### src/rtl/hpdmc_burst_seq.sv
// DDR DQ/DQS data-path burst sequencer: write beats at WL, read capture at CL, read turnaround gap.
// Optional build macro HPDMC_RDLAT_TRIM_EN adds rd_lat_adj to stretch the read latency by 0..3 cycles.
module hpdmc_burst_seq #(
  parameter int BURST_LEN = 4,
  parameter int CL        = 3,
  parameter int WL        = 1,
  parameter int TURN      = 2
) (
  input  logic        sys_clk,
  input  logic        sys_rst_n,
  input  logic        cmd_valid,
  input  logic        cmd_we,
  output logic        cmd_ready,
  input  logic [63:0] wr_data,
  input  logic [7:0]  wr_mask,
  output logic        wr_ready,
  output logic [63:0] rd_data,
  output logic        rd_valid,
  output logic        direction,
  output logic [7:0]  mo,
  output logic [63:0] do_data,
  input  logic [63:0] di,
`ifdef HPDMC_RDLAT_TRIM_EN
  input  logic [1:0]  rd_lat_adj,
`endif
  output logic        busy
);

`ifdef HPDMC_RDLAT_TRIM_EN
  localparam int CNT_W = 5;
`else
  localparam int CNT_W = 4;
`endif

  typedef enum logic [2:0] {
    S_IDLE,
    S_WLAT,
    S_WDATA,
    S_RLAT,
    S_RDATA,
    S_TURN
  } state_t;

  // Latency states load (latency - 2): the accept cycle and the exit cycle both count toward it.
  localparam logic [CNT_W-1:0] C_ONE  = CNT_W'(1);
  localparam logic [CNT_W-1:0] C_ZERO = CNT_W'(0);
  localparam logic [CNT_W-1:0] C_BL   = CNT_W'(BURST_LEN - 1);
  localparam logic [CNT_W-1:0] C_WL   = CNT_W'((WL > 1) ? (WL - 2) : 0);
  localparam logic [CNT_W-1:0] C_TURN = CNT_W'((TURN > 0) ? (TURN - 1) : 0);

  state_t           r_state;
  logic [CNT_W-1:0] r_cnt;
  logic [63:0]      r_rd_data;
  logic             r_rd_valid;

  logic [4:0]       w_rd_lat;
  logic [CNT_W-1:0] w_rd_load;
  logic             w_wdata;

`ifdef HPDMC_RDLAT_TRIM_EN
  assign w_rd_lat = 5'(CL) + {3'b000, rd_lat_adj};
`else
  assign w_rd_lat = 5'(CL);
`endif
  assign w_rd_load = CNT_W'(w_rd_lat - 5'd2);

  always_ff @(posedge sys_clk or negedge sys_rst_n) begin
    if (!sys_rst_n) begin
      r_state    <= S_IDLE;
      r_cnt      <= C_ZERO;
      r_rd_valid <= 1'b0;
      r_rd_data  <= 64'd0;
    end else begin
      r_rd_valid <= (r_state == S_RDATA);
      if (r_state == S_RDATA) begin
        r_rd_data <= di;
      end
      case (r_state)
        S_IDLE: begin
          if (cmd_valid) begin
            if (cmd_we) begin
              if (WL == 1) begin
                r_state <= S_WDATA;
                r_cnt   <= C_BL;
              end else begin
                r_state <= S_WLAT;
                r_cnt   <= C_WL;
              end
            end else begin
              if (w_rd_lat == 5'd1) begin
                r_state <= S_RDATA;
                r_cnt   <= C_BL;
              end else begin
                r_state <= S_RLAT;
                r_cnt   <= w_rd_load;
              end
            end
          end
        end
        S_WLAT: begin
          if (r_cnt == C_ZERO) begin
            r_state <= S_WDATA;
            r_cnt   <= C_BL;
          end else begin
            r_cnt <= r_cnt - C_ONE;
          end
        end
        S_WDATA: begin
          if (r_cnt == C_ZERO) begin
            r_state <= S_IDLE;
          end else begin
            r_cnt <= r_cnt - C_ONE;
          end
        end
        S_RLAT: begin
          if (r_cnt == C_ZERO) begin
            r_state <= S_RDATA;
            r_cnt   <= C_BL;
          end else begin
            r_cnt <= r_cnt - C_ONE;
          end
        end
        S_RDATA: begin
          if (r_cnt == C_ZERO) begin
            if (TURN == 0) begin
              r_state <= S_IDLE;
            end else begin
              r_state <= S_TURN;
              r_cnt   <= C_TURN;
            end
          end else begin
            r_cnt <= r_cnt - C_ONE;
          end
        end
        S_TURN: begin
          if (r_cnt == C_ZERO) begin
            r_state <= S_IDLE;
          end else begin
            r_cnt <= r_cnt - C_ONE;
          end
        end
        default: begin
          r_state <= S_IDLE;
          r_cnt   <= C_ZERO;
        end
      endcase
    end
  end

  // Write beats are passed straight through; the I/O block registers them.
  assign w_wdata   = (r_state == S_WDATA);
  assign direction = w_wdata;
  assign wr_ready  = w_wdata;
  assign do_data   = w_wdata ? wr_data : 64'd0;
  assign mo        = w_wdata ? wr_mask : 8'hFF;

  assign cmd_ready = (r_state == S_IDLE);
  assign busy      = (r_state != S_IDLE);
  assign rd_data   = r_rd_data;
  assign rd_valid  = r_rd_valid;

endmodule
### config.mk
export PLATFORM = sky130hd
export DESIGN_NAME = hpdmc_burst_seq
export DESIGN_NICKNAME = d
export VERILOG_FILES = /design/src/rtl/hpdmc_burst_seq.sv
export SDC_FILE = /design/constraint.sdc
export NUM_CORES = 1
export LEC_CHECK = 0
export CAP_MARGIN = 10
export CELL_PAD_IN_SITES_DETAIL_PLACEMENT = 1
export CELL_PAD_IN_SITES_GLOBAL_PLACEMENT = 1
export CORE_UTILIZATION = 24
export CTS_CLUSTER_SIZE = 40
export DETAILED_ROUTE_END_ITERATION = 6
export PLACE_DENSITY = 0.84
export SLEW_MARGIN = 10
export SYNTH_ARGS = -nofsm -noshare
export SYNTH_HDL_FRONTEND = slang
export SYNTH_SLANG_ARGS = --single-unit
### constraint.sdc
create_clock -name sys_clk -period 3.9 [get_ports sys_clk]
set_clock_uncertainty 0.15 [all_clocks]
set_input_delay 0.78 -clock sys_clk [delete_from_list [all_inputs] [get_ports sys_clk]]
set_output_delay 0.78 -clock sys_clk [all_outputs]
set_load 0.05 [all_outputs]
==> impl_metrics.yaml <==
clock_network:
  ctsHoldBuffers: 0
  post-cts-setup-buffers: 0
  clk_pin_slew_ns: 0.06
  numCtsBuffers: 9
  cts.repair.resized: 0
  htreeDepth: 3
  cts_sinks: 72
  cts_tree: "yes"
  cts_root_buffer: "clkbuf_16"
  clock_latency_ns: 0.33
  cts_buffer_depth: 2
timing:
  finalMaxSlewViolations: 0
  finalCritPeriodShare: 0.9023
  min_period_ns: 3.519
  final-hold-violation-count: 0
  grt_setup_unrepaired: "false"
  setup_viol: 0
  tightest_slew_ns: 0.9040
  relSlewSlack: 0.3973
  fmax_mhz: 284.2
  fin_tns_setup_ns: 0
worst_setup_path:
  worst_ep_arrival_time_ns: 2.59
  worst_setup_path_start_kind: "flip-flop"
  crit_chain: "nor3b_2 -> buf_4 -> and2_1 -> clkdlybuf4s50_1"
  critPathMaxFanout: 50
  cpPeakStageDelay_ns: 0.83
  setup.worst_path.class: "reg2out"
  cp_data_required_time_ns: 2.97
  slowest_stage: "clkdlybuf4s50_1"
  endpoint_kind: "output pin"
cells_and_area:
  fillCellCount: 1509
  fin_nets: 696
  drive_gt1_frac: 0.1268
  most-common-layout-cells: "clkdlybuf4s50_1, dfrtp_1, and2_1"
  post-route-util: 0.4807
  layout_commonest_cell: "clkdlybuf4s50_1"
  syn_to_final_growth_pct: 94.08
floorplanning:
  coreArea_mm2: 0.01399
  die_w_um: 122.2
  pin_count: 281
  dieHeight_um: 122.2
  die_area_mm2: 0.01492
  row_count: 43
  start_util: 0.2477
power:
  p_leak_nw: 2.835
  powerDensity_mw_per_mm2: 884.0
  ir_drop_mv: 0.5230
global_routing:
  gr-total-overflow: 0
  grt_pass1_wl_um: 19740
  grt_pass1_vias: 3659
  grt_max_degree: 73
  antenna_found_initial: 1
  track_usage: 0.1764
placement:
  numPortBuffers: 280
  dp_hpwl_um: 10250
  gp_congestion: 0.8683
routing:
  drc: 0
  via_per_inst: 4.390
  drt-wirelength-per-cell_um: 17.93
  ant_nets: 0
  wl_um: 13290
  drt_pass1_iterations: 3
  drtIter0Drc: 78
  num_vias: 3253
run_status:
  status: "finished, final reports clean"
logic_synthesis:
  syn_inst: 281
  yosys_warnings: 0
  postSynthAreaPerCell_um2: 12.33
  yosys.cell_types.count: 38
  yosysSeqAreaShare: 0.5200
  ys_ff_latch: 72
  synth_area_mm2: 0.003465
  synth_fp_nets: 422
flow_run:
  maxCapViolations: 0
min_path:
  hp-class: "reg2reg"
-- cell type report --
class                           count  area [um2]  share of cell area
Timing Repair Buffer              284        2830              0.4209
Sequential cell                    72        1802              0.2680
Multi-Input combinational cell    183        1516              0.2255
Clock buffer                        9       225.2             0.03349
Tap cell                          180       225.2             0.03349
Clock inverter                      7       103.9             0.01544
Inverter                            5       18.77            0.002791
Antenna cell                        1       2.502           0.0003722
-- report_power, final --
part           internal, mW  switching (mW)  total [mW]  leakage, nW
sequential            0.979           0.158        1.14        0.947
combinational          1.38            2.53        3.90         1.73
clock                 0.567           0.335       0.902        0.154
-- per-layer routing --
metal  wire length [um]  track usage  vias up  part of all wire
li1                   -            -     1499                 -
met1               4738       0.1759     1560              0.36
met2               6839       0.3213      177              0.51
met3               1431      0.08146       17              0.11
met4                277      0.05793        0             0.021
met5                  0            0        -                 0
-- through the flow --
stage | worst slack (ns) | area [um2] | hold WS, ns | power [mW] | cells
6_report | 0.3812 | 6724 | 0.3338 | 5.944 | 741
5_1_grt | 0.2060 | 6724 | 0.3503 | 6.215 | 741
4_1_cts | 0.3502 | 6721 | 0.3366 | 6.010 | 740
3_5_place_dp | 0.7323 | 6392 | 0.3237 | 5.063 | 724
3_3_place_gp | 0.7498 | 6392 | 0.3176 | 5.000 | 724
2_1_floorplan | 1.150 | 3465 | 0.3344 | 3.715 | 281
-- worst max-delay path, delay by kind of cell, from the launching register on --
kind,cells,cell delay (ns)
simple gates,2,0.49
flops,1,0.54
buf+inv,2,1.21
-- cells by family (layout without fill, tap and decap cells) --
family	count (synthesis)	count (layout)	synth area share
AOI/OAI and AO/OA	18	18	0.03937
xor gates and xnor gates	1	1	0.002528
adders and majority gates	1	1	0.003611
buffers and inverters	26	305	0.04550
DFF	72	72	0.5200
muxes	64	64	0.2080
other	0	1	0
and+or+nand+nor	99	99	0.1809
-- synthesized netlist by cell type --
| library cell | instances | area, um2 |
|---|---|---|
| dfrtp_1 | 72 | 1802 |
| and2_1 | 64 | 400.4 |
| mux2_2 | 40 | 450.4 |
| mux2_1 | 24 | 270.3 |
| nand2b_1 | 9 | 56.30 |
| buf_2 | 6 | 30.03 |
| clkbuf_1 | 6 | 22.52 |
| buf_6 | 5 | 56.30 |
| inv_1 | 5 | 18.77 |
| nand2_1 | 5 | 18.77 |
| a21oi_1 | 4 | 20.02 |
| buf_4 | 4 | 30.03 |
| nor2_1 | 4 | 15.01 |
| nor3_1 | 3 | 15.01 |
| nor3b_1 | 3 | 22.52 |
| a211o_1 | 2 | 17.52 |
| nand3_1 | 2 | 10.01 |
| o21ai_0 | 2 | 10.01 |
| o22ai_1 | 2 | 12.51 |
| a2111oi_2 | 1 | 15.01 |
| a221oi_1 | 1 | 8.760 |
| a22oi_1 | 1 | 7.510 |
| a31oi_1 | 1 | 6.260 |
| a32o_1 | 1 | 10.01 |
| ha_1 | 1 | 12.51 |
| nand2_2 | 1 | 6.260 |
| nand2_4 | 1 | 11.26 |
| nand3_2 | 1 | 10.01 |
| nor3_2 | 1 | 10.01 |
| nor3b_2 | 1 | 12.51 |
| nor4_1 | 1 | 6.260 |
| o31ai_1 | 1 | 7.510 |
| o31ai_2 | 1 | 12.51 |
| o41ai_1 | 1 | 8.760 |
| or3_4 | 1 | 11.26 |
| or3b_4 | 1 | 11.26 |
| or4b_1 | 1 | 10.01 |
| xnor2_1 | 1 | 8.760 |
-- flip-flops by register name, summed over array words and instances (netlist names) --
| signal | count |
|---|---|
| r_cnt | 4 |
| r_state | 3 |
| rd_data | 64 |
| rd_valid | 1 |
-- worst paths after layout --
kind,startpoint,to,slack (ns),cells past startpoint
min in group asynchronous,sys_rst_n,rd_data[4]$_DFFE_PN0P_,0.42,1
setup reg to reg,r_state[2]$_DFFE_PN0P_,rd_data[49]$_DFFE_PN0P_,1.49,4
max in group asynchronous,sys_rst_n,rd_data[48]$_DFFE_PN0P_,2.60,1
hold / removal,rd_data[25]$_DFFE_PN0P_,rd_data[25]$_DFFE_PN0P_,0.33,1
hold reg to reg,rd_data[25]$_DFFE_PN0P_,rd_data[25]$_DFFE_PN0P_,0.33,1
setup / recovery,r_state[0]$_DFFE_PN0P_,do_data[6],0.38,4
Power figures use the tool's default switching activity.
